==> config.mk <==
export PLATFORM = sky130hd
export DESIGN_NAME = seven_segment_display_capture_flat
export DESIGN_NICKNAME = d
export VERILOG_FILES = /design/src/rtl/seven_segment_pkg.sv /design/src/rtl/seven_segment_display_capture_if.sv /design/src/rtl/segment_to_bcd.sv /design/src/rtl/seven_segment_display_capture.sv /design/src/flat_wrapper.sv
export SDC_FILE = /design/constraint.sdc
export NUM_CORES = 1
export LEC_CHECK = 0
export BUFFER_PORTS_ARGS = -buffer_cell sky130_fd_sc_hd__buf_2
export CORE_ASPECT_RATIO = 1.1
export CORE_MARGIN = 5
export CORE_UTILIZATION = 45
export CTS_CLUSTER_DIAMETER = 200
export DETAILED_ROUTE_END_ITERATION = 8
export PLACE_DENSITY_LB_ADDON = 0.08
export SLEW_MARGIN = 20
export SYNTH_ARGS = -nofsm -noshare
export SYNTH_HDL_FRONTEND = slang
export SYNTH_SLANG_ARGS = --single-unit
export TNS_END_PERCENT = 100
==> constraint.sdc <==
create_clock -name i_Clk -period 3.7 [get_ports i_Clk]
set_input_delay 0.74 -clock i_Clk [delete_from_list [all_inputs] [get_ports i_Clk]]
set_output_delay 0.74 -clock i_Clk [all_outputs]
set_load 0.005 [all_outputs]
==> src/rtl/seven_segment_pkg.sv <==
// Shared constants and types for the seven-segment capture path.
// Segment patterns are active-low, bit6..bit0 = g,f,e,d,c,b,a.
package seven_segment_pkg;

  localparam logic [6:0] SEG_0     = 7'b1000000;
  localparam logic [6:0] SEG_1     = 7'b1111001;
  localparam logic [6:0] SEG_2     = 7'b0100100;
  localparam logic [6:0] SEG_3     = 7'b0110000;
  localparam logic [6:0] SEG_4     = 7'b0011001;
  localparam logic [6:0] SEG_5     = 7'b0010010;
  localparam logic [6:0] SEG_6     = 7'b0000010;
  localparam logic [6:0] SEG_7     = 7'b1111000;
  localparam logic [6:0] SEG_8     = 7'b0000000;
  localparam logic [6:0] SEG_9     = 7'b0010000;
  localparam logic [6:0] SEG_BLANK = 7'b1111111;

  localparam logic [3:0] BCD_BLANK = 4'hF;
  localparam logic [3:0] BCD_ERR   = 4'hE;

  typedef enum logic [1:0] {
    IDLE,
    SETTLE,
    HOLD
  } state_t;

endpackage

==> src/rtl/seven_segment_display_capture_if.sv <==
// Display-side signal bundle for the seven-segment capture block.
// master: whoever drives the display lines and reads results; slave: the capture block.
interface seven_segment_display_capture_if #(
  parameter int SEGMENT_NUM = 4
);
  localparam int IDX_W = (SEGMENT_NUM > 1) ? $clog2(SEGMENT_NUM) : 1;

  logic [6:0]               i_Segments;
  logic [SEGMENT_NUM-1:0]   i_Anodes;
  logic                     i_Clear;
  logic [4*SEGMENT_NUM-1:0] o_BCD_Num;
  logic                     o_Frame_Valid;
  logic                     o_Digit_Valid;
  logic [IDX_W-1:0]         o_Digit_Index;
  logic                     o_Seg_Err;
  logic                     o_Anode_Err;

  modport master (
    output i_Segments, i_Anodes, i_Clear,
    input  o_BCD_Num, o_Frame_Valid, o_Digit_Valid, o_Digit_Index, o_Seg_Err, o_Anode_Err
  );

  modport slave (
    input  i_Segments, i_Anodes, i_Clear,
    output o_BCD_Num, o_Frame_Valid, o_Digit_Valid, o_Digit_Index, o_Seg_Err, o_Anode_Err
  );

endinterface

==> src/rtl/segment_to_bcd.sv <==
// Combinational decode of an active-low 7-segment pattern to BCD.
// Blank decodes to F without error; unknown patterns decode to E with err_o set.
module segment_to_bcd
  import seven_segment_pkg::*;
(
  input  logic [6:0] seg_i,
  output logic [3:0] bcd_o,
  output logic       err_o
);

  // pattern lookup, error by default
  always_comb begin
    bcd_o = BCD_ERR;
    err_o = 1'b1;
    case (seg_i)
      SEG_0:     begin bcd_o = 4'd0;      err_o = 1'b0; end
      SEG_1:     begin bcd_o = 4'd1;      err_o = 1'b0; end
      SEG_2:     begin bcd_o = 4'd2;      err_o = 1'b0; end
      SEG_3:     begin bcd_o = 4'd3;      err_o = 1'b0; end
      SEG_4:     begin bcd_o = 4'd4;      err_o = 1'b0; end
      SEG_5:     begin bcd_o = 4'd5;      err_o = 1'b0; end
      SEG_6:     begin bcd_o = 4'd6;      err_o = 1'b0; end
      SEG_7:     begin bcd_o = 4'd7;      err_o = 1'b0; end
      SEG_8:     begin bcd_o = 4'd8;      err_o = 1'b0; end
      SEG_9:     begin bcd_o = 4'd9;      err_o = 1'b0; end
      SEG_BLANK: begin bcd_o = BCD_BLANK; err_o = 1'b0; end
      default:   begin bcd_o = BCD_ERR;   err_o = 1'b1; end
    endcase
  end

endmodule

==> src/rtl/seven_segment_display_capture.sv <==
// Receive side of a multiplexed seven-segment display: samples anode/segment
// lines, waits for each digit to be stable, decodes it, and publishes whole
// frames of packed BCD.
// Optional macro SEVEN_SEGMENT_CAPTURE_SYNC_EN adds a two-flop synchroniser
// ahead of the sample register (all latencies +2 clocks).
module seven_segment_display_capture #(
  parameter int SEGMENT_NUM   = 4,
  parameter int STABLE_CYCLES = 4
) (
  input logic                          i_Clk,
  input logic                          i_Reset,
  seven_segment_display_capture_if.slave bus
);
  import seven_segment_pkg::*;

  localparam int IDX_W = (SEGMENT_NUM > 1) ? $clog2(SEGMENT_NUM) : 1;
  localparam int SMP_W = SEGMENT_NUM + 7;
  localparam int BCD_W = 4 * SEGMENT_NUM;
  localparam logic [7:0] CNT_LAST = 8'(STABLE_CYCLES - 1);

  logic [SMP_W-1:0]       raw;
  logic [SMP_W-1:0]       smp_d;
  logic [SMP_W-1:0]       smp_q;
  logic [SMP_W-1:0]       prev_q;
  logic [SEGMENT_NUM-1:0] s_anodes;
  logic [6:0]             s_segs;

  state_t                 state_q, state_d;
  logic [7:0]             cnt_q, cnt_d;
  logic                   eval;

  logic [3:0]             dec_bcd;
  logic                   dec_err;
  logic [IDX_W-1:0]       hot_idx;
  logic                   one_hot;
  logic                   all_off;
  logic                   commit;
  logic                   anode_bad;
  logic                   frame_done;

  logic [BCD_W-1:0]       shadow_q, shadow_d;
  logic [SEGMENT_NUM-1:0] mask_q, mask_d, mask_upd;
  logic [BCD_W-1:0]       bcd_q, bcd_d;
  logic                   frame_valid_q;
  logic                   digit_valid_q;
  logic [IDX_W-1:0]       digit_idx_q;
  logic                   seg_err_q;
  logic                   anode_err_q;

  assign raw = {bus.i_Anodes, bus.i_Segments};

`ifdef SEVEN_SEGMENT_CAPTURE_SYNC_EN
  logic [SMP_W-1:0] sync1_q, sync2_q;

  // two-flop synchroniser for asynchronous display lines
  always_ff @(posedge i_Clk or negedge i_Reset) begin
    if (!i_Reset) begin
      sync1_q <= '1;
      sync2_q <= '1;
    end else begin
      sync1_q <= raw;
      sync2_q <= sync1_q;
    end
  end

  assign smp_d = sync2_q;
`else
  assign smp_d = raw;
`endif

  // current sample S and previous sample P
  always_ff @(posedge i_Clk or negedge i_Reset) begin
    if (!i_Reset) begin
      smp_q  <= '1;
      prev_q <= '1;
    end else begin
      smp_q  <= smp_d;
      prev_q <= smp_q;
    end
  end

  assign s_anodes = smp_q[SMP_W-1:7];
  assign s_segs   = smp_q[6:0];

  segment_to_bcd u_dec (
    .seg_i (s_segs),
    .bcd_o (dec_bcd),
    .err_o (dec_err)
  );

  // stability FSM state register
  always_ff @(posedge i_Clk or negedge i_Reset) begin
    if (!i_Reset) begin
      state_q <= IDLE;
      cnt_q   <= '0;
    end else begin
      state_q <= state_d;
      cnt_q   <= cnt_d;
    end
  end

  // stability FSM: count identical samples, evaluate once per stable run
  always_comb begin
    state_d = state_q;
    cnt_d   = cnt_q;
    eval    = 1'b0;
    case (state_q)
      IDLE: begin
        if (smp_q != prev_q) begin
          state_d = SETTLE;
          cnt_d   = '0;
        end
      end
      SETTLE: begin
        if (smp_q != prev_q) begin
          cnt_d = '0;
        end else if (cnt_q == CNT_LAST) begin
          eval    = 1'b1;
          state_d = HOLD;
        end else begin
          cnt_d = cnt_q + 8'd1;
        end
      end
      HOLD: begin
        if (smp_q != prev_q) begin
          state_d = SETTLE;
          cnt_d   = '0;
        end
      end
      default: begin
        state_d = IDLE;
        cnt_d   = '0;
      end
    endcase
  end

  // anode classification: blank, single active digit, or illegal
  always_comb begin
    hot_idx = '0;
    for (int unsigned i = 0; i < SEGMENT_NUM; i++) begin
      if (!s_anodes[i]) hot_idx = IDX_W'(i);
    end
  end

  assign one_hot   = $onehot(~s_anodes);
  assign all_off   = &s_anodes;
  assign commit    = eval && one_hot;
  assign anode_bad = eval && !all_off && !one_hot;

  // shadow/mask update; completed frame includes the digit written this cycle
  always_comb begin
    shadow_d = shadow_q;
    for (int unsigned i = 0; i < SEGMENT_NUM; i++) begin
      if (commit && !s_anodes[i]) shadow_d[4*i +: 4] = dec_bcd;
    end
    mask_upd   = mask_q | ~s_anodes;
    frame_done = commit && (&mask_upd);
    mask_d     = mask_q;
    if (commit) mask_d = frame_done ? '0 : mask_upd;
    bcd_d      = frame_done ? shadow_d : bcd_q;
  end

  // frame assembly, result and pulse registers
  always_ff @(posedge i_Clk or negedge i_Reset) begin
    if (!i_Reset) begin
      shadow_q      <= '1;
      mask_q        <= '0;
      bcd_q         <= '1;
      frame_valid_q <= 1'b0;
      digit_valid_q <= 1'b0;
      digit_idx_q   <= '0;
    end else begin
      shadow_q      <= shadow_d;
      mask_q        <= mask_d;
      bcd_q         <= bcd_d;
      frame_valid_q <= frame_done;
      digit_valid_q <= commit;
      if (commit) digit_idx_q <= hot_idx;
    end
  end

  // sticky error flags; a new error wins over a simultaneous clear
  always_ff @(posedge i_Clk or negedge i_Reset) begin
    if (!i_Reset) begin
      seg_err_q   <= 1'b0;
      anode_err_q <= 1'b0;
    end else begin
      seg_err_q   <= (commit && dec_err) || (seg_err_q && !bus.i_Clear);
      anode_err_q <= anode_bad || (anode_err_q && !bus.i_Clear);
    end
  end

  assign bus.o_BCD_Num     = bcd_q;
  assign bus.o_Frame_Valid = frame_valid_q;
  assign bus.o_Digit_Valid = digit_valid_q;
  assign bus.o_Digit_Index = digit_idx_q;
  assign bus.o_Seg_Err     = seg_err_q;
  assign bus.o_Anode_Err   = anode_err_q;

endmodule

==> src/flat_wrapper.sv <==
// flat-port wrapper written by rule: the top's interface ports become plain ports
module seven_segment_display_capture_flat import seven_segment_pkg::*;
#(
  parameter int SEGMENT_NUM   = 4,
  parameter int STABLE_CYCLES = 4
)
  (i_Clk, i_Reset, bus_i_Segments, bus_i_Anodes, bus_i_Clear, bus_o_BCD_Num, bus_o_Frame_Valid, bus_o_Digit_Valid, bus_o_Digit_Index, bus_o_Seg_Err, bus_o_Anode_Err);
  seven_segment_display_capture_if #(.SEGMENT_NUM(SEGMENT_NUM)) bus_i ();
  input logic i_Clk;
  input logic i_Reset;
  input wire logic [$bits(bus_i.i_Segments)-1:0] bus_i_Segments;
  input wire logic [$bits(bus_i.i_Anodes)-1:0] bus_i_Anodes;
  input wire logic [$bits(bus_i.i_Clear)-1:0] bus_i_Clear;
  output wire logic [$bits(bus_i.o_BCD_Num)-1:0] bus_o_BCD_Num;
  output wire logic [$bits(bus_i.o_Frame_Valid)-1:0] bus_o_Frame_Valid;
  output wire logic [$bits(bus_i.o_Digit_Valid)-1:0] bus_o_Digit_Valid;
  output wire logic [$bits(bus_i.o_Digit_Index)-1:0] bus_o_Digit_Index;
  output wire logic [$bits(bus_i.o_Seg_Err)-1:0] bus_o_Seg_Err;
  output wire logic [$bits(bus_i.o_Anode_Err)-1:0] bus_o_Anode_Err;
  assign bus_i.i_Segments = bus_i_Segments;
  assign bus_i.i_Anodes = bus_i_Anodes;
  assign bus_i.i_Clear = bus_i_Clear;
  assign bus_o_BCD_Num = bus_i.o_BCD_Num;
  assign bus_o_Frame_Valid = bus_i.o_Frame_Valid;
  assign bus_o_Digit_Valid = bus_i.o_Digit_Valid;
  assign bus_o_Digit_Index = bus_i.o_Digit_Index;
  assign bus_o_Seg_Err = bus_i.o_Seg_Err;
  assign bus_o_Anode_Err = bus_i.o_Anode_Err;
  seven_segment_display_capture #(.SEGMENT_NUM(SEGMENT_NUM), .STABLE_CYCLES(STABLE_CYCLES)) u_core (.i_Clk(i_Clk), .i_Reset(i_Reset), .bus(bus_i));
endmodule
Word-level counts from Yosys, hierarchy flattened
Cells that the tools add are included.
W data, S select, Z words.
Word-level totals
  flip-flop bits (word level): 74
  input bits: 14
  output and inout bits: 22
  logic and storage cells: 86
Cells by class
  add/sub/neg operators: 4
  equal/unequal tests: 19
  mux-type cells: 21
  bitwise operators: 2
  reduce and logical (&&, ||, !) cells: 28
Operators with widths (count)
  $pmux W4 S11: 1
  $eq A7 B7 Y1 const B: 4
  $mux W8: 3
  $eq A7 B5 Y1 const B: 3
  $mux W4: 5
  $pmux W8 S2: 1
  $eq A7 B6 Y1 const B: 2
  $logic_and A1 B1 Y1: 11
  $ne A11 B11 Y1: 1
  $reduce_or A11 Y1: 1
  $mux W2: 5
  $add A8 B1 Y8 const B: 1
  $eq A8 B2 Y1 const B: 1
  $reduce_and A4 Y1: 2
  $eq A7 B2 Y1 const B: 1
  $logic_not A1 Y1: 7
  $logic_not A7 Y1: 1
  $mux W1: 5
  $add A1 B1 Y2: 2
  $ne A2 B1 Y1 const B: 2
  $not A4 Y4: 1
  $or A4 B4 Y4: 1
  $pmux W2 S2: 1
  $add A3 B3 Y3: 1
  other kinds (10): 11

Logic depth before layout (Yosys ltp)
Gate-level depths: netlist (run 1).
  depth after elaboration: 7
  depth in mapped cells: 10
  gate-level depth less buffers: 9

Cells and area by module
From an unflattened synthesis (run 1), not the netlist that was laid out.
Unflattened totals
  cells, all modules: 272
  area total of the unflattened synthesis: 3475.8 um^2
Modules (own cells, without submodules)
  seven_segment_display_capture: times used 1, cells each 235, area an instance 3229.3 um^2, sequential area each 1919.3 um^2
  segment_to_bcd: times used 1, cells each 37, area an instance 246.5 um^2, sequential area each 0.0 um^2

Least setup slack after synthesis (run 1)
OpenSTA, ideal clock, no wires.
  path kind: flip-flop to flip-flop
  start: register u_core.smp_q[9]
  end: register u_core.bcd_q[4] (netlist: u_core.bus.o_BCD_Num[4])
  setup time: 0.082 ns
  arrival time: 3.261 ns
  data required time: 3.618 ns
  slack: 0.357 ns
  stages on the path, launching flop included: 10
  buffers on the path: 0
  period minus slack after synthesis: 3.343 ns
  cell sequence: dfstp_2 -> inv_1 -> ha_1 -> ha_1 -> fa_1 -> nor3b_1 -> nand4_1 -> nor4_2 -> mux2_2 -> mux2_4
On the way
  longest elaborated chain between the ends: 7
  elaborated cells on any way between the ends: 13
  those cells by class: add/sub (2); eq/ne (2); mux (3); bitwise (2); reduce/logical (4)
Ends and longest elaborated chain
  start: declaration: RTL line seven_segment_display_capture.sv:23  | logic [SMP_W-1:0] smp_q;
  start signal: assignment: RTL line seven_segment_display_capture.sv:77  | smp_q <= smp_d;
  $not A4 Y4: RTL line seven_segment_display_capture.sv:145  | assign one_hot = $onehot(~s_anodes);
  $add A1 B1 Y2 (implied by the code): RTL line seven_segment_display_capture.sv:145
  $add A3 B3 Y3 (implied by the code): RTL line seven_segment_display_capture.sv:145
  $eq A3 B1 Y1: RTL line seven_segment_display_capture.sv:145
  $logic_and A1 B1 Y1 *: RTL line seven_segment_display_capture.sv:147  | assign commit = eval && one_hot;
  $logic_and A1 B1 Y1 *: RTL line seven_segment_display_capture.sv:154  | if (commit && !s_anodes[i]) shadow_d[4*i +: 4] = dec_bcd;
  $mux W4 *: RTL line seven_segment_display_capture.sv:154
  via u_core.shadow_d[4]: RTL line seven_segment_display_capture.sv:41  | logic [BCD_W-1:0] shadow_q, shadow_d;
  end signal: assignment: RTL line seven_segment_display_capture.sv:168  | bcd_q <= '1;
  end signal: assignment: RTL line seven_segment_display_capture.sv:175  | bcd_q <= bcd_d;
  end: declaration: RTL line seven_segment_display_capture.sv:43  | logic [BCD_W-1:0] bcd_q, bcd_d;
Mark *: on every way through the listed nets, which the timed path passes. The rest lies on a longest branch.
A chain may end at the register's enable or synchronous reset.

Worst setup path in the final report (run 1)
  start: register u_core.smp_q[9]
  end: register u_core.bcd_q[7] (netlist: u_core.bus.o_BCD_Num[7])
Same word-level chain as after synthesis.

==> results of run 1 <==
[through the flow]
stage	cell area, sq um	worst slack [ps]	instances	power, mW
after floorplan	3450	357	291	0.907
after detailed placement	3770	309	427	0.951
after CTS	3970	290	443	1.59
final	3970	289	443	1.57
after global routing	3970	44.8	443	1.64
after global placement	3770	351	427	0.950
[how the worst min path moves through the flow]
stage,start,end
after global placement,u_core.smp_q[10]$_DFF_PN1_,u_core.prev_q[10]$_DFF_PN1_
after CTS,u_core.smp_q[10]$_DFF_PN1_,u_core.prev_q[10]$_DFF_PN1_
after floorplan,u_core.smp_q[0]$_DFF_PN1_,u_core.prev_q[0]$_DFF_PN1_
final,u_core.smp_q[10]$_DFF_PN1_,u_core.prev_q[10]$_DFF_PN1_
after detailed placement,u_core.smp_q[10]$_DFF_PN1_,u_core.prev_q[10]$_DFF_PN1_
after global routing,u_core.smp_q[10]$_DFF_PN1_,u_core.prev_q[10]$_DFF_PN1_
[flip-flops by register name (all words and copies together) (netlist names)]
signal                    count
u_core.mask_q                 4
u_core.state_q                2
u_core.bus.o_Frame_Valid      1
u_core.bus.o_Digit_Valid      1
u_core.bus.o_Digit_Index      2
u_core.smp_q                 11
u_core.bus.o_Seg_Err          1
u_core.bus.o_BCD_Num         16
u_core.shadow_q              16
u_core.cnt_q                  8
u_core.bus.o_Anode_Err        1
u_core.prev_q                11
[metal layers]
metal | up-vias | track usage, % | routed length, microns
li1 | 1128 | - | -
met1 | 1121 | 21.7 | 3310
met2 | 35 | 24.8 | 3200
met3 | 15 | 2.72 | 231
met4 | 0 | 7.55 | 148
met5 | - | 0 | 0
[layout make-up]
class                           instances  area, sq um
Inverter                               13         48.8
Clock buffer                           10          138
Clock inverter                          6         65.1
Tap cell                              105          131
Fill cell                             659         3500
Sequential cell                        74         1920
Timing Repair Buffer                   48          273
Multi-Input combinational cell        187         1400
[worst max-delay path, delay by kind of cell, from the launching register on]
kind                     cells  cell delay (ps)
adder cells (fa/ha/maj)      3              940
buffers and inverters        2              270
flip-flops                   1              590
multiplexers                 2              670
AND/OR/NAND/NOR              3              870
[cells by family (layout without fill, tap and decap cells)]
group	count (synthesis)	in the layout	share of synthesized area, %
XOR/XNOR	12	12	3.05
AO/OA/AOI/OAI	59	59	11.8
multiplexers	17	17	6.27
buffers and inverters	30	77	3.92
adder cells (fa/ha/maj)	7	7	2.76
AND/OR/NAND/NOR	92	92	16.6
flip-flops	74	74	55.6
[power by group through the flow]
stage / clock network, mW / registers (mW) / logic [mW]
CTS: 0.656 / 0.850 / 0.0877
detailed placement: 0 / 0.863 / 0.0876
global placement: 0 / 0.863 / 0.0869
floorplan: 0 / 0.853 / 0.0542
global route: 0.691 / 0.852 / 0.0996
finish: 0.629 / 0.850 / 0.0862
[cells in the final DEF (no fill, tap or decap), types with 2 or more instances in the layout]
cell type / count
dfstp_2: 54
buf_2: 35
dfrtp_1: 20
nor2_1: 17
o21ai_0: 17
nand2_1: 15
inv_1: 13
buf_4: 13
o31ai_1: 12
xnor2_1: 11
clkbuf_8: 10
mux2_2: 9
nor3b_1: 8
nand4_1: 8
nand3_1: 7
a21oi_1: 7
mux2_4: 7
or4_1: 6
nor3_1: 6
ha_1: 6
nor4_2: 5
o21a_1: 5
a211oi_1: 5
o22ai_1: 4
or2_2: 3
and2_1: 3
or3_1: 2
o32a_1: 2
a22oi_1: 2
clkinvlp_4: 2
==> summary.md, run 1 <==
| Metric | Value |
|---|---|
| Outcome | finished, final reports clean |
| Clock Root Buffer | clkbuf_8 |
| Crit path cell chain | inv_1 -> ha_1 -> ha_1 -> fa_1 -> nor3b_1 -> buf_4 -> nand4_1 -> nor4_2 -> mux2_2 -> mux2_4 |
| Maximum vdd drop | 0.186 mV |
| YS warnings | 0 |
| Slowest stage delay, CP | 590 ps |
| Combinational power share | 5.5% |
| Critical R2R Launch | u_core.smp_q[9]$_DFF_PN1_ |
| Vias in the first global route | 2356 |
| Area leader, netlist | dfstp_2 |
| Max Cap Viol | 0 |
| Setup Crit Path Kind | reg -> reg |
| Switching power | 0.367 mW |
| Clk network pwr share | 40.2% |
| Via count | 2299 |
| Finished Core Util | 53.1% |
| First-pass GRT wire length | 11700 microns |
| Startpoint types | flop |
| Cell with the most instances after synthesis | dfstp_2 |
| Worst Setup SP | u_core.smp_q[9]$_DFF_PN1_ |
| Initial antenna violation count | 0 |
| Clk slew on worst S/H paths | 80 ps |
| Sequential-to-total area share from yosys stat | 55.6% |
| Clock Skew | 9.52 ps |
| Hold Crit Depth | 0 |
| Setup bufs post-CTS | 0 |
| Class of the worst hold path | reg -> reg |
| Full die area | 9520 sq um |
| Achievable Freq | 0.293 GHz |
| Antenna viol nets, final | 0 |
| Worst Reg-to-Reg Cells | 10 |
| Fin nets | 354 |
| Post-DP HPWL | 4940 microns |
| CP Capture Point | u_core.bus.o_BCD_Num[7]$_DFFE_PN1P_ |
| Gpl congestion | 0.876 |
| GRT Total Usage | 15.9% |
| R2R Setup Slk | 290 ps |
| Via/cell ratio | 5.19 |
| Antenna cells | 0 |
| Cts repair resizes | 0 |
| Syn nets | 312 |
| Yosys cell types | 52 |
| Overflow after GRT | 0 |
| Core ar. | 7470 sq um |
| Largest net degree at the start of global routing | 41 |
| CP dominant cell by count | ha_1 |
| Switching share of power | 23.5% |
| Power Density | 394 nW/um^2 |
| Worst relative slew slack | 41.5% |
| Mapped Cells | 291 |
| WL per Instance | 15.5 microns |
| DRC viols | 0 |
| Chip height | 102 microns |
| Worst Max-Slew Pin Slew | 878 ps |
| Cell area after synthesis | 3450 sq um |
| Max-slew violations | 0 |
| Worst path slowest cell | dfstp_2 |
| Port bufs | 35 |
| Async set or reset register ratio after synthesis | 100% |
| Worst reg2reg endpoint | u_core.bus.o_BCD_Num[7]$_DFFE_PN1P_ |
| EDFF count, synth | 0 |
| CTS tree | built |
| CP Max Fanout | 6 |
| Die Width | 93.5 microns |
| Num CTS Buffers | 9 |
| Initial Utilization | 46.2% |
| Pre-antenna DRT Iters | 4 |
| Io pins | 36 |
| CP Capture Type | flop |
| Predominant post-synthesis flop cell | dfstp_2 |
| Routed WL | 6890 microns |
| Period utilization | 92.2% |
| # setup viols final | 0 |
| RSZ-0062 raised after global routing | no |
| Setup Total Neg Slack | 0 ps |
| Synth top area share | 41.1% |
| 1st-iter DRT viols | 83 |
| Final hold slack | 391 ps |
| Int Power | 1.20 mW |
| WP data required | 3980 ps |
| Synth area leaders | dfstp_2 (41%), dfrtp_1 (15%), mux2_4 (3.0%) |
| Post-synth top cells | dfstp_2 (54), dfrtp_1 (20), nor2_1 (17), o21ai_0 (17), nand2_1 (15) |
| Reg power frac | 54.3% |
| Clk_lat worst skew | 350 ps |
| Worst EP arrival | 3690 ps |
| Crit path time final | 3410 ps |
| LEAKAGE | 1.65 nW |
| Share of layout cells above drive strength 1 | 43.8% |
| Clock buffer depth | 2 |
| Area delta synth->final | 15.1% |
| # rows | 33 |
| Hold buffer count at cts | 0 |
| Final Hold Fails | 0 |
| Flops & latches, synth | 74 |
| Syn avg cell area | 11.9 sq um |
| Clock sink total | 74 |
| CTS H-tree depth | 3 |
No activity file was read; power rests on OpenSTA's default activity.
==> run 2: changes to the inputs <==
- REMOVE_ABC_BUFFERS: not set -> 1
==> run 2 against run 1 <==
Against the previous run: non-clock buffer count fell by 4; flip-flop and latch count did not move; global-route usage rose by 0.30 points; combinational power fell by 7.4%; routed wire length rose by 2.9%; sequential share of layout area rose by 0.24 points; power rose by 1.6%; count of clock-buffer cells in the layout did not move; register-to-register slack improved by 60 ps; critical path type unchanged; largest cell class unchanged; highest routed layer unchanged.
==> summary.md, run 2 (same netlist as run 1, synthesis figures left out) <==
| Metric | Value |
|---|---|
| Storage cell area | 1920 sq um (unchanged) |
| Setup Crit Path Kind | reg -> reg (unchanged) |
| Clk slew on worst S/H paths | 80 ps (about the same) |
| Core ar. | 7470 sq um (unchanged) |
| Max-slew violations | 0 (unchanged) |
| Num CTS Buffers | 9 (unchanged) |
| Routed WL | 7090 microns (was 6890 microns) |
| Clock Skew | 8.35 ps (was 9.52 ps) |
| Max Cap Viol | 0 (unchanged) |
| Gpl congestion | 0.916 (was 0.876) |
| WP data required | 3980 ps (about the same) |
| Class of the worst hold path | reg -> reg (unchanged) |
| Via count | 2332 (was 2299) |
| Setup Total Neg Slack | 0 ps (unchanged) |
| Period utilization | 90.5% (was 92.2%) |
| Vias in the first global route | 2304 (was 2356) |
| Clock sink total | 74 (unchanged) |
| Hold buffer count at cts | 0 (unchanged) |
| Hold Crit Depth | 0 (unchanged) |
| Full die area | 9520 sq um (unchanged) |
| Initial Utilization | 46.2% (unchanged) |
| Switching power | 0.389 mW (was 0.367 mW) |
| GRT Total Usage | 16.2% (was 15.9%) |
| CP Capture Type | flop (unchanged) |
| Overflow after GRT | 0 (unchanged) |
| CTS tree | built (unchanged) |
| # rows | 33 (unchanged) |
| Filler cells | 677 (was 659) |
| Io pins | 36 (unchanged) |
| Int Power | 1.20 mW (about the same) |
| Post-DP HPWL | 4810 microns (was 4940 microns) |
| Worst Setup SP | u_core.smp_q[9]$_DFF_PN1_ (unchanged) |
| Initial antenna violation count | 0 (unchanged) |
| R2R Setup Slk | 350 ps (was 290 ps) |
| DRC viols | 0 (unchanged) |
| CP Capture Point | u_core.bus.o_BCD_Num[7]$_DFFE_PN1P_ (unchanged) |
| # setup viols final | 0 (unchanged) |
| Die Width | 93.5 microns (unchanged) |
| Maximum vdd drop | 0.188 mV (was 0.186 mV) |
| RSZ-0062 raised after global routing | no (unchanged) |
| Chip height | 102 microns (unchanged) |
| LEAKAGE | 1.63 nW (was 1.65 nW) |
| First-pass GRT wire length | 11900 microns (was 11700 microns) |
| Clock buffer depth | 2 (unchanged) |
| Outcome | finished, final reports clean (unchanged) |
| Area delta synth->final | 14.5% (was 15.1%) |
| Fin nets | 350 (was 354) |
| Overall power | 1.59 mW (was 1.57 mW) |
| Combinational power share | 5.0% (was 5.5%) |
| 1st-iter DRT viols | 84 (was 83) |
| Antenna viol nets, final | 0 (unchanged) |
| Final Hold Fails | 0 (unchanged) |
| Worst EP arrival | 3630 ps (was 3690 ps) |
| Final hold slack | 399 ps (was 391 ps) |
| Startpoint types | flop (unchanged) |
| Share of layout cells above drive strength 1 | 43.1% (was 43.8%) |
| Via/cell ratio | 5.31 (was 5.19) |
| Most frequent cells in the layout | dfstp_2 (54), buf_2 (34), dfrtp_1 (20) (was dfstp_2 (54), buf_2 (35), dfrtp_1 (20)) |
| Worst Max-Slew Pin Slew | 894 ps (was 878 ps) |
| Crit path time final | 3350 ps (was 3410 ps) |
| Clk_lat worst skew | 350 ps (about the same) |
| Most common cell after layout, fill and taps aside | dfstp_2 (unchanged) |
| Antenna cells | 0 (unchanged) |
| Worst relative slew slack | 40.4% (was 41.5%) |
| Clock Root Buffer | clkbuf_8 (unchanged) |
| Critical R2R Launch | u_core.smp_q[9]$_DFF_PN1_ (unchanged) |
| CP Max Fanout | 21 (was 6) |
| WL per Instance | 16.1 microns (was 15.5 microns) |
| Clk network pwr share | 41.5% (was 40.2%) |
| Cts repair resizes | 0 (unchanged) |
| Largest net degree at the start of global routing | 75 (was 41) |
| Port bufs | 35 (unchanged) |
| Reg power frac | 53.5% (was 54.3%) |
| Worst reg2reg endpoint | u_core.bus.o_BCD_Num[7]$_DFFE_PN1P_ (unchanged) |
| Pre-antenna DRT Iters | 4 (unchanged) |
| Setup bufs post-CTS | 0 (unchanged) |
| Power Density | 402 nW/um^2 (was 394 nW/um^2) |
| Worst Reg-to-Reg Cells | 10 (unchanged) |
| Switching share of power | 24.5% (was 23.5%) |
| Achievable Freq | 0.299 GHz (was 0.293 GHz) |
| Multi-input gate area | 1400 sq um (unchanged) |
| CTS H-tree depth | 3 (unchanged) |
[run 2: cell count changes in the layout (fill, tap and decap cells not counted)]
| cell | before | now |
|---|---|---|
| inv_4 | 1 | 0 |
| buf_2 | 35 | 34 |
| clkinv_4 | 1 | 2 |
| buf_4 | 13 | 10 |
| inv_6 | 0 | 2 |
| clkinvlp_4 | 2 | 1 |
| clkinv_2 | 1 | 0 |
[run 2: final cells by class]
class / instances / area share [%]
Inverter: 13 / 1.23
Timing Repair Buffer: 44 / 6.21
Clock buffer: 10 / 3.48
Tap cell: 105 / 3.32
Multi-Input combinational cell: 187 / 35.3
Sequential cell: 74 / 48.6
Clock inverter: 6 / 1.84
[run 2: routing by layer]
| metal | vias to the layer above | GRT usage, % | wire (microns) | share of wire, % |
|---|---|---|---|---|
| li1 | 1117 | - | - | - |
| met1 | 1159 | 22.0 | 3380 | 48 |
| met2 | 47 | 25.2 | 3310 | 47 |
| met3 | 9 | 4.20 | 312 | 4.4 |
| met4 | 0 | 5.52 | 82 | 1.2 |
| met5 | - | 0 | 0 | 0 |
[run 2: worst min-delay path by stage]
stage	startpoint	end	slack, ps
2_1_floorplan	u_core.smp_q[10]$_DFF_PN1_	u_core.prev_q[10]$_DFF_PN1_	380
3_3_place_gp	u_core.smp_q[7]$_DFF_PN1_	u_core.prev_q[7]$_DFF_PN1_	390
3_5_place_dp	u_core.smp_q[10]$_DFF_PN1_	u_core.prev_q[10]$_DFF_PN1_	390
4_1_cts	u_core.smp_q[10]$_DFF_PN1_	u_core.prev_q[10]$_DFF_PN1_	400
5_1_grt	u_core.smp_q[10]$_DFF_PN1_	u_core.prev_q[10]$_DFF_PN1_	420
6_report	u_core.smp_q[10]$_DFF_PN1_	u_core.prev_q[10]$_DFF_PN1_	400
[run 2: stage by stage]
stage                     area [sq um]  util, %  cells  worst slack [ps]
after floorplan                   3360        -    274               339
after CTS                         3950     52.9    439               334
after global placement            3740     50.1    423               449
after global routing              3950     52.9    439               197
after detailed placement          3740     50.1    423               387
final                             3950     52.9    439               353
[run 2: worst max-delay path, cell delays in order, from the launching register on]
cell     delay, ps
dfstp_2        600
inv_1           80
ha_1           290
ha_1           210
fa_1           440
nor3b_1        210
buf_4          170
nand4_1        110
or4_4          450
or2_4          390
mux2_4         330
[run 2: power groups by stage]
stage                     Clock [mW]  Sequential [mW]  Combinational, mW
after floorplan                    0            0.859             0.0429
after global placement             0            0.864             0.0818
after detailed placement           0            0.864             0.0813
after CTS                      0.687            0.851             0.0823
after global routing           0.718            0.854             0.0900
final                          0.660            0.851             0.0798
==> run 3: changes to the inputs <==
- CELL_PAD_IN_SITES_DETAIL_PLACEMENT: not set -> 0
- CELL_PAD_IN_SITES_GLOBAL_PLACEMENT: not set -> 1
==> run 3 against run 2 <==
Against the previous run: clock skew is 3.0 ps higher; count of clock-buffer cells in the layout increased by 2; maximum frequency fell by 1.7%; first-iteration DRC count increased by 36%; die area did not move; clock power shrank 0.8%; sequential share of layout area fell by 0.20 points; utilization grew 0.22 points; global-route usage rose by 0.084 points; flip-flop and latch count is the same; worst setup slack worse by 57 ps; via count shrank 1.8%; critical endpoint unchanged; largest cell class unchanged.
==> summary.md, run 3 (same netlist as run 1, synthesis figures left out) <==
| Metric | Value |
|---|---|
| Largest net degree at the start of global routing | 75 (unchanged) |
| Initial antenna violation count | 0 (unchanged) |
| Via/cell ratio | 5.19 (was 5.31) |
| Hold Crit Depth | 0 (unchanged) |
| Worst reg2reg endpoint | u_core.bus.o_BCD_Num[7]$_DFFE_PN1P_ (unchanged) |
| Routed WL | 6920 microns (was 7090 microns) |
| Clock Skew | 11.4 ps (was 8.35 ps) |
| Clk network pwr share | 41.3% (was 41.5%) |
| Via count | 2289 (was 2332) |
| Power Density | 400 nW/um^2 (was 402 nW/um^2) |
| Area delta synth->final | 15.0% (was 14.5%) |
| Clock Root Buffer | clkbuf_8 (unchanged) |
| First-pass GRT wire length | 12000 microns (was 11900 microns) |
| Cell count after placement | 425 (was 423) |
| # rows | 33 (unchanged) |
| Hold buffer count at cts | 0 (unchanged) |
| Num CTS Buffers | 9 (unchanged) |
| Post-DP HPWL | 4780 microns (was 4810 microns) |
| Overflow after GRT | 0 (unchanged) |
| Period utilization | 92.0% (was 90.5%) |
| RSZ-0062 raised after global routing | no (unchanged) |
| R2R Setup Slk | 300 ps (was 350 ps) |
| Antenna viol nets, final | 0 (unchanged) |
| Outcome | finished, final reports clean (unchanged) |
| Achievable Freq | 0.294 GHz (was 0.299 GHz) |
| Most frequent cells in the layout | dfstp_2 (54), buf_2 (35), dfrtp_1 (20) (was dfstp_2 (54), buf_2 (34), dfrtp_1 (20)) |
| Int Power | 1.23 mW (was 1.20 mW) |
| Gpl congestion | 0.787 (was 0.916) |
| Port bufs | 35 (unchanged) |
| Antenna cells | 0 (unchanged) |
| CP Max Fanout | 6 (was 21) |
| LEAKAGE | 1.65 nW (was 1.63 nW) |
| Startpoint types | flop (unchanged) |
| CTS tree | built (unchanged) |
| Worst relative slew slack | 40.1% (was 40.4%) |
| WP data required | 3970 ps (was 3980 ps) |
| Worst Reg-to-Reg Cells | 10 (unchanged) |
| Clk_lat worst skew | 340 ps (was 350 ps) |
| Non-filler cells, final | 441 (was 439) |
| Share of layout cells above drive strength 1 | 43.2% (was 43.1%) |
| Worst EP arrival | 3670 ps (was 3630 ps) |
| Worst Max-Slew Pin Slew | 898 ps (was 894 ps) |
| Switching share of power | 22.2% (was 24.5%) |
| Final Hold Fails | 0 (unchanged) |
| Worst Min Path Start | u_core.smp_q[7]$_DFF_PN1_ (was u_core.smp_q[10]$_DFF_PN1_) |
| Chip height | 102 microns (unchanged) |
| Full die area | 9520 sq um (unchanged) |
| Clock sink total | 74 (unchanged) |
| Vias in the first global route | 2365 (was 2304) |
| Most common cell after layout, fill and taps aside | dfstp_2 (unchanged) |
| Hold Path Sink | u_core.prev_q[7]$_DFF_PN1_ (was u_core.prev_q[10]$_DFF_PN1_) |
| WL per Instance | 15.7 microns (was 16.1 microns) |
| Initial Utilization | 46.2% (unchanged) |
| Pre-antenna DRT Iters | 4 (unchanged) |
| Die Width | 93.5 microns (unchanged) |
| Core ar. | 7470 sq um (unchanged) |
| Maximum vdd drop | 0.215 mV (was 0.188 mV) |
| CP Capture Type | flop (unchanged) |
| Clk slew on worst S/H paths | 80 ps (about the same) |
| Reg power frac | 53.6% (was 53.5%) |
| Max Cap Viol | 0 (unchanged) |
| Switching power | 0.353 mW (was 0.389 mW) |
| GRT Total Usage | 16.3% (was 16.2%) |
| Clock buffer depth | 2 (unchanged) |
| 1st-iter DRT viols | 114 (was 84) |
| Critical R2R Launch | u_core.smp_q[9]$_DFF_PN1_ (unchanged) |
| DRC viols | 0 (unchanged) |
| Crit path time final | 3400 ps (was 3350 ps) |
| Cts repair resizes | 0 (unchanged) |
| Class of the worst hold path | reg -> reg (unchanged) |
| Setup Total Neg Slack | 0 ps (unchanged) |
| # setup viols final | 0 (unchanged) |
| Setup Crit Path Kind | reg -> reg (unchanged) |
| Setup bufs post-CTS | 0 (unchanged) |
| CTS H-tree depth | 3 (unchanged) |
| Fin nets | 352 (was 350) |
| Filler cells | 670 (was 677) |
| Max-slew violations | 0 (unchanged) |
| Combinational power share | 5.1% (was 5.0%) |
| Io pins | 36 (unchanged) |
## run 3: metrics by stage
stage | power [mW] | cell area (sq um) | setup WS [ps] | util, % | hold slack, ps
global placement | 0.946 | 3750 | 444 | 50.2 | 389
floorplan | 0.902 | 3360 | 339 | - | 382
detailed placement | 0.946 | 3750 | 340 | 50.2 | 394
global route | 1.66 | 3970 | 94.8 | 53.1 | 411
finish | 1.59 | 3970 | 296 | 53.1 | 396
CTS | 1.62 | 3970 | 309 | 53.1 | 403
## run 3: critical path: stages (launching register included)
cell and delay [ps]:
dfstp_2 580, inv_1 70, ha_1 290, ha_1 210, fa_1 440, nor3b_1 230, buf_4 180, nand4_1 130
nor4_2 510, mux2_2 410, mux2_4 270
## run 3: power groups by stage
stage	clock network, mW	registers, mW	logic, mW
2_1_floorplan	0	0.859	0.0429
5_1_grt	0.716	0.853	0.0933
4_1_cts	0.682	0.851	0.0829
3_3_place_gp	0	0.864	0.0824
3_5_place_dp	0	0.864	0.0827
6_report	0.655	0.850	0.0814
## run 3: worst max-delay path by stage
| stage | start | endpoint | cells past startpoint |
|---|---|---|---|
| after floorplan | u_core.smp_q[9]$_DFF_PN1_ | u_core.bus.o_BCD_Num[0]$_DFFE_PN1P_ | 9 |
| after global placement | u_core.smp_q[9]$_DFF_PN1_ | u_core.bus.o_BCD_Num[4]$_DFFE_PN1P_ | 10 |
| after detailed placement | u_core.smp_q[9]$_DFF_PN1_ | u_core.bus.o_BCD_Num[7]$_DFFE_PN1P_ | 10 |
| after CTS | u_core.smp_q[9]$_DFF_PN1_ | u_core.bus.o_BCD_Num[7]$_DFFE_PN1P_ | 10 |
| after global routing | u_core.smp_q[9]$_DFF_PN1_ | u_core.bus.o_BCD_Num[7]$_DFFE_PN1P_ | 10 |
| final | u_core.smp_q[9]$_DFF_PN1_ | u_core.bus.o_BCD_Num[7]$_DFFE_PN1P_ | 10 |
## run 3: metal layers
layer  part of all wire [%]  GRT usage [%]  up-vias  routed length, microns
li1                       -              -     1130                       -
met1                     48           22.0     1103                    3320
met2                     46           25.6       48                    3220
met3                    4.4           3.31        8                     302
met4                    1.1           6.88        0                      74
met5                      0              0        -                       0
## run 3: final cells by class
class / instances / area (sq um) / area share (%)
tap: 105 / 131 / 3.31
multi-input combinational: 187 / 1400 / 35.2
timing repair buffer: 46 / 258 / 6.50
sequential: 74 / 1920 / 48.4
clock buffer: 12 / 166 / 4.19
clock inverter: 4 / 47.5 / 1.20
inverter: 13 / 48.8 / 1.23
